[src/rtl/gate_bist.sv]
// Built-in self test for a six-gate block: drives the four {a,b} vectors, compares the gate outputs, and reports a pass flag and per-gate fail mask.
// Optional first-failure capture (fail_valid/fail_vec) is enabled by defining GATE_BIST_FAIL_CAPTURE_EN.
module gate_bist #(
  parameter int SETTLE_CYCLES = 2
) (
  input  logic       clk,
  input  logic       rst_n,
  input  logic       start,
  output logic       drv_a,
  output logic       drv_b,
  input  logic [5:0] obs,
  output logic       busy,
  output logic       done,
  output logic       pass,
  output logic [5:0] fail_mask
`ifdef GATE_BIST_FAIL_CAPTURE_EN
  ,
  output logic       fail_valid,
  output logic [1:0] fail_vec
`endif
);

  typedef enum logic [1:0] {ST_IDLE, ST_DRIVE, ST_SAMPLE, ST_DONE} state_t;

  localparam logic [3:0] LP_LAST_SETTLE = 4'(SETTLE_CYCLES - 1);

  state_t     r_state;
  logic [1:0] r_idx;
  logic [3:0] r_cnt;
  logic       r_drv_a;
  logic       r_drv_b;
  logic       r_busy;
  logic       r_done;
  logic       r_pass;
  logic [5:0] r_fail_mask;

  logic [5:0] w_expect;
  logic [5:0] w_mismatch;
  logic [5:0] w_mask_next;
  logic [1:0] w_idx_next;

  // Expected response is formed from the registered stimulus, so it matches what the gates see.
  assign w_expect    = {~r_drv_a, ~(r_drv_a | r_drv_b), ~(r_drv_a & r_drv_b),
                        r_drv_a ^ r_drv_b, r_drv_a | r_drv_b, r_drv_a & r_drv_b};
  assign w_mismatch  = obs ^ w_expect;
  assign w_mask_next = r_fail_mask | w_mismatch;
  assign w_idx_next  = r_idx + 2'd1;

`ifdef GATE_BIST_FAIL_CAPTURE_EN
  logic       r_fail_valid;
  logic [1:0] r_fail_vec;

  always_ff @(posedge clk or negedge rst_n) begin
    if (!rst_n) begin
      r_fail_valid <= 1'b0;
      r_fail_vec   <= 2'd0;
    end else if (r_state == ST_IDLE && start) begin
      r_fail_valid <= 1'b0;
      r_fail_vec   <= 2'd0;
    end else if (r_state == ST_SAMPLE && (|w_mismatch) && !r_fail_valid) begin
      r_fail_valid <= 1'b1;
      r_fail_vec   <= r_idx;
    end
  end

  assign fail_valid = r_fail_valid;
  assign fail_vec   = r_fail_vec;
`endif

  // NOTE: sequential state uses non-blocking (<=) so every register samples pre-edge values.
  always_ff @(posedge clk or negedge rst_n) begin
    if (!rst_n) begin
      r_state     <= ST_IDLE;
      r_idx       <= 2'd0;
      r_cnt       <= 4'd0;
      r_drv_a     <= 1'b0;
      r_drv_b     <= 1'b0;
      r_busy      <= 1'b0;
      r_done      <= 1'b0;
      r_pass      <= 1'b0;
      r_fail_mask <= 6'd0;
    end else begin
      // NOTE: default here makes done a single-cycle pulse without extra state.
      r_done <= 1'b0;
      case (r_state)
        ST_IDLE: begin
          if (start) begin
            r_fail_mask <= 6'd0;
            r_pass      <= 1'b0;
            r_idx       <= 2'd0;
            r_cnt       <= 4'd0;
            r_drv_a     <= 1'b0;
            r_drv_b     <= 1'b0;
            r_busy      <= 1'b1;
            r_state     <= ST_DRIVE;
          end
        end
        ST_DRIVE: begin
          if (r_cnt == LP_LAST_SETTLE) begin
            r_state <= ST_SAMPLE;
          end else begin
            r_cnt <= r_cnt + 4'd1;
          end
        end
        ST_SAMPLE: begin
          r_fail_mask <= w_mask_next;
          if (r_idx == 2'd3) begin
            r_done  <= 1'b1;
            r_pass  <= (w_mask_next == 6'd0);
            r_busy  <= 1'b0;
            r_drv_a <= 1'b0;
            r_drv_b <= 1'b0;
            r_state <= ST_DONE;
          end else begin
            r_idx   <= w_idx_next;
            r_cnt   <= 4'd0;
            r_drv_a <= w_idx_next[1];
            r_drv_b <= w_idx_next[0];
            r_state <= ST_DRIVE;
          end
        end
        ST_DONE: begin
          r_state <= ST_IDLE;
        end
        default: begin
          r_state <= ST_IDLE;
        end
      endcase
    end
  end

  assign drv_a     = r_drv_a;
  assign drv_b     = r_drv_b;
  assign busy      = r_busy;
  assign done      = r_done;
  assign pass      = r_pass;
  assign fail_mask = r_fail_mask;

endmodule

[config.mk]
export PLATFORM = sky130hd
export DESIGN_NAME = gate_bist
export DESIGN_NICKNAME = d
export VERILOG_FILES = /design/src/rtl/gate_bist.sv
export SDC_FILE = /design/constraint.sdc
export NUM_CORES = 1
export LEC_CHECK = 0
export CORE_UTILIZATION = 47
export CTS_BUF_LIST = sky130_fd_sc_hd__clkbuf_4
export DETAILED_ROUTE_END_ITERATION = 16
export GPL_ROUTABILITY_DRIVEN = 1
export PLACE_DENSITY = 0.77
export RECOVER_POWER = 50
export REMOVE_ABC_BUFFERS = 1
export SYNTH_ARGS = -nofsm -noshare
export SYNTH_HDL_FRONTEND = slang
export SYNTH_SLANG_ARGS = --single-unit
[constraint.sdc]
create_clock -name clk -period 1.32 [get_ports clk]
set_input_delay 0.396 -clock clk [delete_from_list [all_inputs] [get_ports clk]]
set_output_delay 0.396 -clock clk [all_outputs]
set_load 0.1 [all_outputs]
==> results of run 1 <==
## cells in the final DEF (no fill, tap or decap), types with 2 or more instances in the layout
| cell | instances |
|---|---|
| a22o_1 | 5 |
| o21ai_1 | 5 |
| nand2_1 | 12 |
| nor2_1 | 11 |
| clkbuf_4 | 3 |
| nand2b_1 | 4 |
| buf_6 | 3 |
| ha_4 | 2 |
| and2b_2 | 2 |
| nand4_1 | 3 |
| ha_2 | 2 |
| nand3b_1 | 2 |
| xor2_1 | 3 |
| buf_4 | 21 |
| nor2_2 | 2 |
| o21ai_0 | 6 |
| xnor2_2 | 3 |
| inv_1 | 3 |
| buf_12 | 11 |
| dfrtp_1 | 18 |
| clkdlybuf4s50_1 | 7 |
## through the flow
step | setup TNS [ps] | std cells | util | area, um^2 | total power [mW]
finish | -511 | 176 | 0.817 | 1620 | 3.99
global route | -1010 | 176 | 0.817 | 1620 | 4.17
CTS | -398 | 174 | 0.780 | 1550 | 3.74
detailed placement | -2500 | 163 | 0.723 | 1430 | 3.24
global placement | -1680 | 163 | 0.723 | 1430 | 3.17
floorplan | -3460 | 101 | - | 978 | 2.30
## kinds of logic after synthesis
family          after synthesis  synth area share
xor+xnor                      8            0.0704
flops                        19             0.478
simple gates                 42             0.206
mux                           1            0.0113
compound gates               22             0.140
buf+inv                       6            0.0314
fa+ha+maj                     5            0.0629
## sequential cells by signal, indices dropped and copies added (netlist names)
register	flops
r_cnt	4
fail_mask	6
pass	1
busy	1
r_state	2
r_idx	2
drv_b	1
done	1
drv_a	1
## worst max-delay path, delay by kind of cell (launching register included)
| family | cells | cell delay [ps] |
|---|---|---|
| buffers and inverters | 1 | 60 |
| adder cells (fa/ha/maj) | 1 | 180 |
| AND/OR/NAND/NOR | 3 | 540 |
| XOR/XNOR | 1 | 200 |
| flip-flops | 1 | 390 |
## metal layers
layer  global-route usage  routed length, um  vias to the layer above
met5                    0                  0                        -
met4                0.150                 72                        0
met3               0.0226                135                        9
li1                     -                  -                      447
met2                0.432               1460                       43
met1                0.292               1060                      469
## area by class of cell
cell class | instances | share of cell area
tap | 27 | 0.0209
sequential | 19 | 0.294
inverter | 4 | 0.0108
clock buffer | 3 | 0.0139
clock inverter | 1 | 0.00309
timing repair buffer | 44 | 0.307
multi-input combinational | 78 | 0.350
## how the worst min path moves through the flow
stage                  from  slack [ps]  cells after the start           end
4_1_cts               rst_n         420                      2  fail_mask[0]
2_1_floorplan         rst_n         100                      0          busy
3_5_place_dp   fail_mask[2]         560                      2  fail_mask[2]
6_report              rst_n         550                      2  fail_mask[0]
3_3_place_gp   fail_mask[2]         550                      2  fail_mask[2]
5_1_grt               rst_n         620                      2  fail_mask[0]
## report_power, final
| part | internal (mW) | switching [mW] | total (mW) |
|---|---|---|---|
| combinational | 1.21 | 1.48 | 2.69 |
| sequential | 0.774 | 0.208 | 0.982 |
| clock | 0.114 | 0.203 | 0.317 |
| total | 2.09 | 1.90 | 3.99 |
## what timing repair did
| action | in CTS | in global routing |
|---|---|---|
| resized for setup | 10 | 17 |
| pin swaps | 3 | 6 |
| setup buffers | 7 | 2 |
| gates cloned | 0 | 0 |
| setup endpoints to repair | 17 | 22 |
==> results.py, run 1 <==
metrics = {
    "route": {
        "vias": 968,
        "wl_per_cell_um": 15.5,
        "drt_pre_antenna_iters": 4,
        "drt_iter0_markers": 39,
        "drc_errors": 0,
        "wl_um": 2730,
        "postRouteAntennaNets": 0,
        "via_per_inst": 5.50,
    },
    "clock_network": {
        "cts.path.max_buffers": 2,
        "clkTransAtPathRegs_ps": 120,
        "clock_latency_ps": 310,
        "cts_htree_levels": 1,
        "hold_buffers": 0,
        "cts.sinks": 19,
        "cts_made_buffers": 3,
        "cts_root_buffer": "clkbuf_4",
        "cts_tree": "done",
    },
    "die": {
        "rows": 16,
        "start_util": 0.502,
        "dieArea_mm2": 0.00230,
        "die_h_um": 48.0,
        "die_w_um": 48.0,
        "coreArea_mm2": 0.00198,
        "io_pins": 20,
    },
    "timing": {
        "fmax_mhz": 678,
        "rsz0062_at_grt": "true",
        "finalHoldViolCount": 0,
        "layout_min_cycle_time_ps": 1470,
        "fin_crit_sh": 1.12,
        "report.final.slew_viol_count": 0,
        "setup_ws_ps": -155,
        "max_slew.worst_pin.slew_ps": 469,
        "skew_ps": 1.79,
        "finalSetupViolations": 7,
        "holdWs_ps": 549,
        "max_slew_margin": 0.687,
    },
    "global_routing": {
        "grt_max_degree": 20,
        "grt_usage": 0.248,
        "antenna_found_initial": 0,
        "grt_pass1_wl_um": 3860,
        "grt_pass1_vias": 913,
        "overflow": 0,
    },
    "worst_setup_path": {
        "critPathKind": "reg2reg",
        "reg2reg_from": "r_cnt[1]",
        "cpMaxStageDelayCell": "or3b_4",
        "r2r_end": "r_cnt[2]",
        "worstSetupStartpointType": "flip-flop",
        "r2r_setup_slack_ps": -150,
        "critPathLaunch": "r_cnt[1]",
        "max_stage_delay_ps": 400,
        "cp-end-kind": "flip-flop",
        "crit_path_end": "r_cnt[2]",
        "crit_arrival_ps": 1690,
        "r2r_cells": 6,
        "crit_required_ps": 1530,
        "path_cells": "inv_1 > ha_2 > or3b_4 > nand3_2 > xor2_1 > nor2_1",
        "cp_max_fo": 2,
    },
    "finish": {
        "nFillCells": 116,
        "layout-drive-gt1-share": 0.403,
        "areaGrowthSynthToFinish_pct": 62.8,
        "nets": 164,
        "seqCellArea_um2": 477,
        "multi_input_area_um2": 567,
        "insertedDiodeCount": 0,
    },
    "placed_design": {
        "pre_cts_slack_ps": -284,
        "numPortBuffers": 19,
        "dpl.hpwl_um": 1730,
        "gp_congestion": 0.852,
    },
    "outcome": {
        "status": "finished, violations left",
        "violations": "setup timing",
    },
    "synth": {
        "synthCells": 103,
        "synth_ff_type": "dfrtp_1",
        "async_reset_ff_frac": 1.00,
        "yosys.area.top_type": "dfrtp_1",
        "synth_edf_count": 0,
        "syn_avg_cell_area_um2": 9.66,
        "synth.ff_latch_count": 19,
        "synth.area.top_cells": "dfrtp_1, ha_1, o21ai_0, nand2_1, nor2_1",
        "ys_seq_area_frac": 0.478,
        "synthesis.area_um2": 995,
        "synth_common_cells": "dfrtp_1, nand2_1, nor2_1",
        "synth_top_area_frac": 0.478,
        "synth_warnings": 0,
        "yosysMostFrequentCell": "dfrtp_1",
        "synthDistinctLibCells": 28,
    },
    "min_path": {
        "min_path_type": "in2async",
    },
    "power": {
        "cellPowerDensity_mw_per_mm2": 2460,
        "p_leak_nw": 0.761,
        "ir_worst_vdd_uv": 2220,
    },
    "job": {
        "cap_viol_max_count": 0,
    },
}
Power figures use the tool's default switching activity.
==> run 2, diff against run 1 <==
--- a/config.mk
+++ b/config.mk
@@ -5,11 +5,10 @@
 export SDC_FILE = /design/constraint.sdc
 export NUM_CORES = 1
 export LEC_CHECK = 0
-export CORE_UTILIZATION = 47
+export CORE_UTILIZATION = 30
 export CTS_BUF_LIST = sky130_fd_sc_hd__clkbuf_4
 export DETAILED_ROUTE_END_ITERATION = 16
 export GPL_ROUTABILITY_DRIVEN = 1
-export PLACE_DENSITY = 0.77
 export RECOVER_POWER = 50
 export REMOVE_ABC_BUFFERS = 1
 export SYNTH_ARGS = -nofsm -noshare
==> constraint.sdc (replaced) <==
create_clock -name clk -period 1.2 [get_ports clk]
set_input_delay 0.36 -clock clk [delete_from_list [all_inputs] [get_ports clk]]
set_output_delay 0.36 -clock clk [all_outputs]
set_load 0.1 [all_outputs]
==> run 2 against run 1 <==
Effect of this change: the flow still finishes with violations (setup timing); via count decreased by 2.1%; count of clock-buffer cells in the layout grew 1; worst hold slack improved by 2.8 ps; final area grew 12%; fmax grew 4.8%.
==> results.py, run 2 (synthesized netlist as in run 1, its figures left out) <==
metrics = {
    "worst_setup_path": {
        "crit_arrival_ps": 1600,
        "critPathKind": "reg2reg",
        "cp_max_fo": 2,
        "worstSetupStartpointType": "flip-flop",
        "cp-end-kind": "flip-flop",
        "crit_required_ps": 1390,
    },
    "timing": {
        "skew_ps": 1.02,
        "max_slew_margin": 0.678,
        "fin_crit_sh": 1.17,
        "layout_min_cycle_time_ps": 1410,
        "fmax_mhz": 711,
        "finalSetupViolations": 20,
        "report.final.slew_viol_count": 0,
        "setup_ws_ps": -207,
        "finalHoldViolCount": 0,
        "fin_tns_setup_ps": -1670,
        "max_slew.worst_pin.slew_ps": 483,
        "rsz0062_at_grt": "true",
    },
    "clock_network": {
        "clkTransAtPathRegs_ps": 100,
        "cts_tree": "done",
        "cts.path.max_buffers": 2,
        "clock_latency_ps": 290,
        "cts_htree_levels": 1,
        "cts_root_buffer": "clkbuf_4",
        "cts.sinks": 19,
        "cts_made_buffers": 3,
    },
    "global_routing": {
        "grt_pass1_vias": 981,
        "grt_usage": 0.165,
        "grt_pass1_wl_um": 4280,
        "overflow": 0,
        "antenna_found_initial": 0,
        "grt_max_degree": 20,
    },
    "placed_design": {
        "gp_congestion": 0.862,
        "numPortBuffers": 19,
        "dpl.hpwl_um": 1820,
        "placed_cell_area_mm2": 0.00150,
    },
    "route": {
        "drt_pre_antenna_iters": 4,
        "drt_iter0_markers": 22,
        "postRouteAntennaNets": 0,
        "vias": 948,
        "via_per_inst": 4.67,
        "wl_per_cell_um": 13.2,
        "drc_errors": 0,
        "wl_um": 2680,
    },
    "finish": {
        "final_area_mm2": 0.00181,
        "seqCellArea_um2": 478,
        "insertedDiodeCount": 0,
        "layout-drive-gt1-share": 0.491,
        "final_cell_mix": "buf_4, dfrtp_1, nand2_1, buf_12, nor2_1",
        "largest_reg_flops": 6,
        "nFillCells": 280,
        "final_common_cell": "buf_4",
        "areaGrowthSynthToFinish_pct": 82.0,
        "nets": 174,
        "multi_input_area_um2": 642,
    },
    "die": {
        "die_w_um": 59.6,
        "rows": 20,
        "die_h_um": 59.6,
        "dieArea_mm2": 0.00355,
        "coreArea_mm2": 0.00310,
        "start_util": 0.321,
        "io_pins": 20,
    },
    "job": {
        "cap_viol_max_count": 0,
    },
    "power": {
        "p_leak_nw": 0.834,
        "p_comb_frac": 0.695,
        "power_switching_mw": 2.12,
        "pwr-share-seq": 0.232,
        "cellPowerDensity_mw_per_mm2": 2590,
        "internal_power_mw": 2.57,
        "switching_share": 0.452,
        "power_frac_clock": 0.073,
        "ir_worst_vdd_uv": 881,
    },
    "min_path": {
        "min_path_type": "in2async",
    },
    "outcome": {
        "violations": "setup timing",
        "status": "finished, violations left",
    },
}
-- run 2: repair_timing --
item,CTS,global route
resized for setup,28,19
hold buffers,0,0
pin swaps,15,21
setup endpoints to repair,26,29
hold endpoints to repair,0,0
cloned,0,0
setup buffers,13,2
-- run 2: area by class of cell --
cell class,count,area share
timing repair buffer,54,0.326
clock buffer,4,0.0166
inverter,4,0.00829
tap,44,0.0304
multi-input combinational,78,0.355
sequential,19,0.264
-- run 2: worst paths after layout --
path	start	slack [ps]	depth (start not counted)	endpoint
setup / recovery	r_cnt[1]	-210	6	r_cnt[2]
hold / removal	rst_n	550	2	fail_mask[3]
setup reg to reg	r_cnt[1]	-210	6	r_cnt[2]
hold reg to reg	r_cnt[0]	630	2	r_cnt[0]
max in group asynchronous	rst_n	290	2	r_state[0]
min in group clk	r_cnt[0]	630	2	r_cnt[0]
-- run 2: through the flow --
step	util	worst slack, ps	total power [mW]	hold WS, ps	std cells
after floorplan	-	-740	2.53	64.4	101
after global placement	0.485	-316	3.57	547	185
after detailed placement	0.485	-331	3.62	558	185
after CTS	0.561	-203	4.47	387	202
after global routing	0.583	-271	4.97	574	203
final	0.583	-207	4.68	552	203
-- run 2: routing by layer --
layer | up-vias | track usage | share of wire
li1 | 465 | - | -
met1 | 457 | 0.194 | 0.39
met2 | 22 | 0.300 | 0.55
met3 | 4 | 0.0240 | 0.043
met4 | 0 | 0.0598 | 0.016
met5 | - | 0 | 0
-- run 2: power groups by stage --
stage / sequential (mW) / clock, mW / combinational (mW)
after floorplan: 1.82 / 0 / 0.711
after global placement: 1.09 / 0 / 2.48
after detailed placement: 1.10 / 0 / 2.52
after CTS: 1.09 / 0.363 / 3.02
after global routing: 1.12 / 0.379 / 3.47
final: 1.09 / 0.341 / 3.26
-- run 2: worst max-delay path: stages, from the launching register on --
cell     delay (ps)
dfrtp_1         390
inv_1            70
ha_2            170
or3b_4          390
nand3_2          80
xor2_1          160
nor2_1           60
